## src/rtl/keyboard_decoder.sv

```systemverilog
// keyboard_decoder: PS/2 scan-code set 2 receiver that tracks the currently
// held movement key and presents it as a registered 4-bit code.
//
// Optional feature macro: KEY_EXT_ARROWS_EN
//   defined   - E0-prefixed arrow keys alias onto A/D/W/S
//   undefined - extended make/break codes are consumed and ignored
//
// Handshake note: byte_valid is a single-cycle qualifier with no back-pressure;
// the sequence FSM must accept a byte in every cycle byte_valid is high.
// key_strobe and frame_err are single-cycle event pulses with no ready.
module keyboard_decoder #(
    parameter int TIMEOUT_CYC = 65_000
) (
    input  logic       clk,
    input  logic       rst,
    input  logic       ps2_clk,
    input  logic       ps2_data,
    output logic [3:0] key,
    output logic       key_strobe,
    output logic       frame_err,
    output logic [1:0] frame_state_dbg,
    output logic [1:0] seq_state_dbg
);

    localparam int WDOG_W = $clog2(TIMEOUT_CYC + 1);

    localparam logic [3:0] KEY_NONE  = 4'h0;
    localparam logic [3:0] KEY_A     = 4'h1;
    localparam logic [3:0] KEY_D     = 4'h2;
    localparam logic [3:0] KEY_W     = 4'h3;
    localparam logic [3:0] KEY_S     = 4'h4;
    localparam logic [3:0] KEY_SPACE = 4'h5;

    localparam logic [7:0] CODE_BREAK = 8'hF0;
    localparam logic [7:0] CODE_EXT   = 8'hE0;

    typedef enum logic [1:0] {
        WAIT_START = 2'd0,
        SHIFT      = 2'd1,
        PARITY     = 2'd2,
        STOP       = 2'd3
    } frame_state_t;

    typedef enum logic [1:0] {
        S_IDLE   = 2'd0,
        S_BRK    = 2'd1,
        S_EXT    = 2'd2,
        S_EXTBRK = 2'd3
    } seq_state_t;

    // Input conditioning signals
    logic ps2_clk_s1, ps2_clk_s2, ps2_clk_prev;
    logic ps2_data_s1, ps2_data_s2, data_d;
    logic fall;

    // Frame receiver signals
    frame_state_t      fstate;
    logic [2:0]        bit_cnt;
    logic [7:0]        shreg;
    logic              par_bit;
    logic              byte_valid;
    logic [7:0]        byte_data;
    logic [WDOG_W-1:0] wdog;

    // Sequence decoder signals
    seq_state_t sstate;
    logic [3:0] code;
    logic       is_break;
    logic       is_prefix;

    assign frame_state_dbg = fstate;
    assign seq_state_dbg   = sstate;

    // Translate a scan code into a key code; 0 means the code is not a movement key.
    function automatic logic [3:0] map_code(input logic [7:0] b, input logic ext);
        logic [3:0] k;
        k = KEY_NONE;
        if (!ext) begin
            case (b)
                8'h1C:   k = KEY_A;
                8'h23:   k = KEY_D;
                8'h1D:   k = KEY_W;
                8'h1B:   k = KEY_S;
                8'h29:   k = KEY_SPACE;
                default: k = KEY_NONE;
            endcase
        end else begin
`ifdef KEY_EXT_ARROWS_EN
            case (b)
                8'h6B:   k = KEY_A;
                8'h74:   k = KEY_D;
                8'h75:   k = KEY_W;
                8'h72:   k = KEY_S;
                default: k = KEY_NONE;
            endcase
`else
            k = KEY_NONE;
`endif
        end
        return k;
    endfunction

    // Synchronise both PS/2 lines and register a falling-edge pulse on the clock line;
    // data is delayed alongside so it lines up with fall.
    always_ff @(posedge clk) begin
        if (rst) begin
            ps2_clk_s1   <= 1'b1;
            ps2_clk_s2   <= 1'b1;
            ps2_clk_prev <= 1'b1;
            ps2_data_s1  <= 1'b1;
            ps2_data_s2  <= 1'b1;
            data_d       <= 1'b1;
            fall         <= 1'b0;
        end else begin
            ps2_clk_s1   <= ps2_clk;
            ps2_clk_s2   <= ps2_clk_s1;
            ps2_clk_prev <= ps2_clk_s2;
            ps2_data_s1  <= ps2_data;
            ps2_data_s2  <= ps2_data_s1;
            data_d       <= ps2_data_s2;
            fall         <= ps2_clk_prev & ~ps2_clk_s2;
        end
    end

    // Frame FSM: start bit, 8 data bits LSB first, odd parity, stop bit, plus watchdog.
    always_ff @(posedge clk) begin
        if (rst) begin
            fstate     <= WAIT_START;
            bit_cnt    <= 3'd0;
            shreg      <= 8'h00;
            par_bit    <= 1'b0;
            byte_valid <= 1'b0;
            byte_data  <= 8'h00;
            frame_err  <= 1'b0;
            wdog       <= '0;
        end else begin
            byte_valid <= 1'b0;
            frame_err  <= 1'b0;

            if (fall) begin
                wdog <= '0;
            end else if (fstate != WAIT_START) begin
                wdog <= wdog + 1'b1;
            end

            if (fstate != WAIT_START && !fall && wdog == WDOG_W'(TIMEOUT_CYC)) begin
                // Keyboard went quiet mid-frame: drop the partial byte.
                fstate    <= WAIT_START;
                frame_err <= 1'b1;
                wdog      <= '0;
            end else if (fall) begin
                case (fstate)
                    WAIT_START: begin
                        if (!data_d) begin
                            fstate  <= SHIFT;
                            bit_cnt <= 3'd0;
                        end
                    end
                    SHIFT: begin
                        shreg   <= {data_d, shreg[7:1]};
                        bit_cnt <= bit_cnt + 3'd1;
                        if (bit_cnt == 3'd7) begin
                            fstate <= PARITY;
                        end
                    end
                    PARITY: begin
                        par_bit <= data_d;
                        fstate  <= STOP;
                    end
                    STOP: begin
                        if ((^{shreg, par_bit}) && data_d) begin
                            byte_valid <= 1'b1;
                            byte_data  <= shreg;
                        end else begin
                            frame_err <= 1'b1;
                        end
                        fstate <= WAIT_START;
                    end
                    default: fstate <= WAIT_START;
                endcase
            end
        end
    end

    // Classify the received byte in the context of any pending F0/E0 prefix.
    always_comb begin
        code      = map_code(byte_data, (sstate == S_EXT) || (sstate == S_EXTBRK));
        is_break  = (sstate == S_BRK) || (sstate == S_EXTBRK);
        is_prefix = ((sstate == S_IDLE) && (byte_data == CODE_BREAK || byte_data == CODE_EXT)) ||
                    ((sstate == S_EXT)  && (byte_data == CODE_BREAK));
    end

    // Sequence FSM and held-key register; strobe only when key really changes.
    always_ff @(posedge clk) begin
        if (rst) begin
            sstate     <= S_IDLE;
            key        <= KEY_NONE;
            key_strobe <= 1'b0;
        end else begin
            key_strobe <= 1'b0;
            if (byte_valid) begin
                case (sstate)
                    S_IDLE: begin
                        if (byte_data == CODE_BREAK) begin
                            sstate <= S_BRK;
                        end else if (byte_data == CODE_EXT) begin
                            sstate <= S_EXT;
                        end
                    end
                    S_EXT: begin
                        if (byte_data == CODE_BREAK) begin
                            sstate <= S_EXTBRK;
                        end else begin
                            sstate <= S_IDLE;
                        end
                    end
                    default: sstate <= S_IDLE;
                endcase

                if (!is_prefix && code != KEY_NONE) begin
                    if (!is_break && code != key) begin
                        key        <= code;
                        key_strobe <= 1'b1;
                    end else if (is_break && code == key) begin
                        key        <= KEY_NONE;
                        key_strobe <= 1'b1;
                    end
                end
            end
        end
    end

endmodule
```

## config.mk

```make
export PLATFORM = sky130hd
export DESIGN_NAME = keyboard_decoder
export DESIGN_NICKNAME = d
export VERILOG_FILES = /design/src/rtl/keyboard_decoder.sv
export SDC_FILE = /design/constraint.sdc
export NUM_CORES = 1
export LEC_CHECK = 0
export BUFFER_PORTS_ARGS = -buffer_cell sky130_fd_sc_hd__buf_2
export CAP_MARGIN = 20
export CORE_MARGIN = 1
export CORE_UTILIZATION = 25
export CTS_BUF_LIST = sky130_fd_sc_hd__clkbuf_4 sky130_fd_sc_hd__clkbuf_8
export DETAILED_ROUTE_END_ITERATION = 8
export PLACE_DENSITY = 0.43
export SLEW_MARGIN = 25
export SYNTH_ARGS = -nofsm -noshare
export SYNTH_HDL_FRONTEND = slang
export SYNTH_SLANG_ARGS = --single-unit
```

## constraint.sdc

```tcl
create_clock -name clk -period 2.22 [get_ports clk]
set_clock_uncertainty 0.05 [all_clocks]
set_input_delay 0.222 -clock clk [delete_from_list [all_inputs] [get_ports clk]]
set_output_delay 0.222 -clock clk [all_outputs]
set_load 0.05 [all_outputs]
```

==> run_results.csv <==
group,metric,value,unit
synth,synth_cells,272,
clocking,clkTransAtPathRegs,0.10,ns
critical_path,arrival,2.54,ns
layout,fin_util,0.325,
grt,globalRouteOverflowTotal,0,
placed_design,hpwl,3.59,mm
floorplanning,core_area,9420,sq um
power_and_ir_drop,total_power,1.57,mW
routing,num_vias,1888,
layout,final_cell_count_no_fill,437,
min_path,hold_path.class,"primary input to register",
sta,maxSlewViolCount,0,
critical_path,end_kind,"register",
floorplanning,die_h,101,um
routing,drc_errors,0,
synth,ys_ff_latch,53,
synth,synth-edff-count,0,
sta,hold_viol_final,0,
clocking,clk_latency,0.30,ns
routing,avgRoutedWirePerCell,11.6,um
floorplanning,ios,14,
layout,antenna_cells,0,
placed_design,port_buffers,12,
clocking,cts_sinks,53,
clocking,root_buffer,"clkbuf_8",
synth,avgSynthCellArea,9.09,sq um
synth,synth_nets,285,
grt,grt_pass1_wl,8.40,mm
routing,drt-total-wl,5.06,mm
power_and_ir_drop,p_per_area,514,nW/um^2
sta,worst_pin_slew,0.533,ns
synth,ys.flop_type,"dfxtp_1",
clocking,cts.path.max_buffers,2,
routing,viasPerCell,4.32,
layout,drive_gt1_frac,0.282,
routing,detail-route-antenna-nets,0,
power_and_ir_drop,peakVddDrop,0.256,mV
critical_path,ff2ff_setup_slack,-0.18,ns
placed_design,place_congestion,0.738,
critical_path,crit_fanout,5,
grt,grt_pass1_vias,1793,
clocking,htreeDepth,2,
synth,netlist_area,2470,sq um
placed_design,dp_cells,428,
sta,rsz0062_at_grt,"true",
layout,fin_nets,320,
floorplanning,initial_core_util,0.263,
critical_path,worstPathRequired,2.36,ns
sta,min_period,2.40,ns
grt,grt_max_degree,21,
floorplanning,rows,35,
sta,min_period_over_period,1.08,
sta,setup_viol,5,
grt,grt_antenna_before_repair,0,
layout,final_cell_mix,"46 x dfxtp_1, 24 x nor2_1, 24 x nand2_1, 24 x buf_4, 17 x nand3_1",
job,cap_violations,0,
synth,async_reset_ff_frac,0,
clocking,cts_tree,"yes",
clocking,cts_buffers,5,
sta,setup_slack,-0.179,ns
synth,seq_area_frac_synth,0.429,
synth,synth_cell_types,47,
critical_path,critPathKind,"register to register",
grt,gr-usage-all-layers,0.103,
critical_path,start_kind,"register",
routing,drt_iter0_markers,70,
routing,drtPass1Iterations,4,
floorplanning,die_w,101,um
sta,fmax,0.417,GHz
outcome,violations,"setup timing",
placed_design,placed_area,2830,sq um
critical_path,critPathMaxStageDelay,0.45,ns
synth,ys_warn_count,0,
layout,area_growth,23.8,%
layout,final_area,3060,sq um
outcome,status,"finished with violations",
floorplanning,die-area,10300,sq um
layout,num-fill-cells,1012,
power_and_ir_drop,p_leak,1.16,nW
layout,final_common_cell,"dfxtp_1",
critical_path,cp_slowest_cell,"or4_4",
critical_path,cp_cell_sequence,"and3b_1, a31oi_1, or4_4, xnor2_2, nand3_1, ha_1, a311o_1, a31oi_2, o32ai_1",
sta,slew_headroom,0.641,
-- final timing paths --
kind	from	to	cells after the start
setup / recovery	byte_data[5]	key[1]	9
hold / removal	ps2_clk	ps2_clk_s1	2
setup reg to reg	byte_data[5]	key[1]	9
hold reg to reg	ps2_clk_prev	fall	2
-- cell families (layout without fill, tap and decap cells) --
| kind of cell | count (synthesis) | in the layout | synth area share |
|---|---|---|---|
| simple gates | 118 | 118 | 0.241 |
| flops | 53 | 53 | 0.429 |
| compound gates | 30 | 30 | 0.0840 |
| buf+inv | 25 | 61 | 0.0521 |
| xor+xnor | 24 | 24 | 0.0962 |
| mux | 12 | 12 | 0.0501 |
| fa+ha+maj | 9 | 9 | 0.0455 |
| other cells | 1 | 1 | 0.00152 |
-- metal layers --
layer / wire, um / GRT usage
met2: 2320 / 0.166
met1: 2650 / 0.141
met3: 75 / 0.0228
met4: 17 / 0.0201
met5: 0 / 0
-- cells in the mapped netlist, types with 2 or more instances --
cell type	count	area share
nand4_1	2	0.0051
o32ai_1	3	0.011
nand4b_1	3	0.011
and2_1	4	0.010
inv_1	14	0.021
and3_1	3	0.0076
o21ai_0	3	0.0061
buf_6	2	0.0091
a21oi_1	12	0.024
ha_1	9	0.046
xor2_1	8	0.028
clkbuf_1	7	0.011
mux2i_1	11	0.045
dfxtp_1	53	0.43
nand2b_1	2	0.0051
nor2_1	36	0.055
or4_1	2	0.0061
nor2b_1	5	0.013
a31oi_1	3	0.0076
xnor3_1	2	0.018
nand3_1	17	0.034
nand2_1	24	0.036
or2_2	6	0.015
a311oi_1	2	0.0071
nor3_1	4	0.0081
xnor2_1	14	0.050
-- critical path: cells and delay by family, from the launching register on --
kind | cells | cell delay, ns
and+or+nand+nor | 3 | 0.78
AOI/OAI and AO/OA | 4 | 0.70
DFF | 1 | 0.35
adders and majority gates | 1 | 0.28
xor gates and xnor gates | 1 | 0.14
-- sequential cells by signal (all words and copies together), names as in the netlist --
register         cells
bit_cnt              3
byte_data            8
byte_valid           1
data_d               1
fall                 1
frame_err            1
frame_state_dbg      2
key                  3
key_strobe           1
par_bit              1
ps2_clk_prev         1
ps2_clk_s1           1
ps2_clk_s2           1
ps2_data_s1          1
ps2_data_s2          1
seq_state_dbg        2
shreg                8
wdog                16
-- power breakdown --
group | internal (mW) | total, mW | switching (mW) | leakage [nW]
logic | 0.0209 | 0.0559 | 0.0351 | 0.691
registers | 0.954 | 0.956 | 0.00229 | 0.432
clock network | 0.223 | 0.563 | 0.340 | 0.0407
-- repair_timing --
item,4_1_cts,5_1_grt
buffers inserted,1,0
gates resized for setup,8,29
hold buffers,0,0
setup endpoints to repair,11,20
pin swaps,1,10
-- through the flow --
stage | hold WS, ns | setup TNS, ns | setup WS, ns
after CTS | 0.0280 | -0.463 | -0.137
final | 0.0424 | -0.614 | -0.179
after global placement | 0.343 | -0.743 | -0.213
after detailed placement | 0.345 | -0.866 | -0.249
after global routing | 0.0198 | -1.55 | -0.304
after floorplan | 0.276 | -0.356 | -0.119
-- area by class of cell --
cell class                      count  area (sq um)  share of cell area
Tap cell                          129           161              0.0527
Timing Repair Buffer               39           283              0.0924
Sequential cell                    53          1070               0.350
Multi-Input combinational cell    194          1400               0.458
Clock inverter                      3          21.3             0.00695
Inverter                           14          52.6              0.0172
Clock buffer                        5          68.8              0.0225
Note: power is estimated with default switching activity, not from simulation.
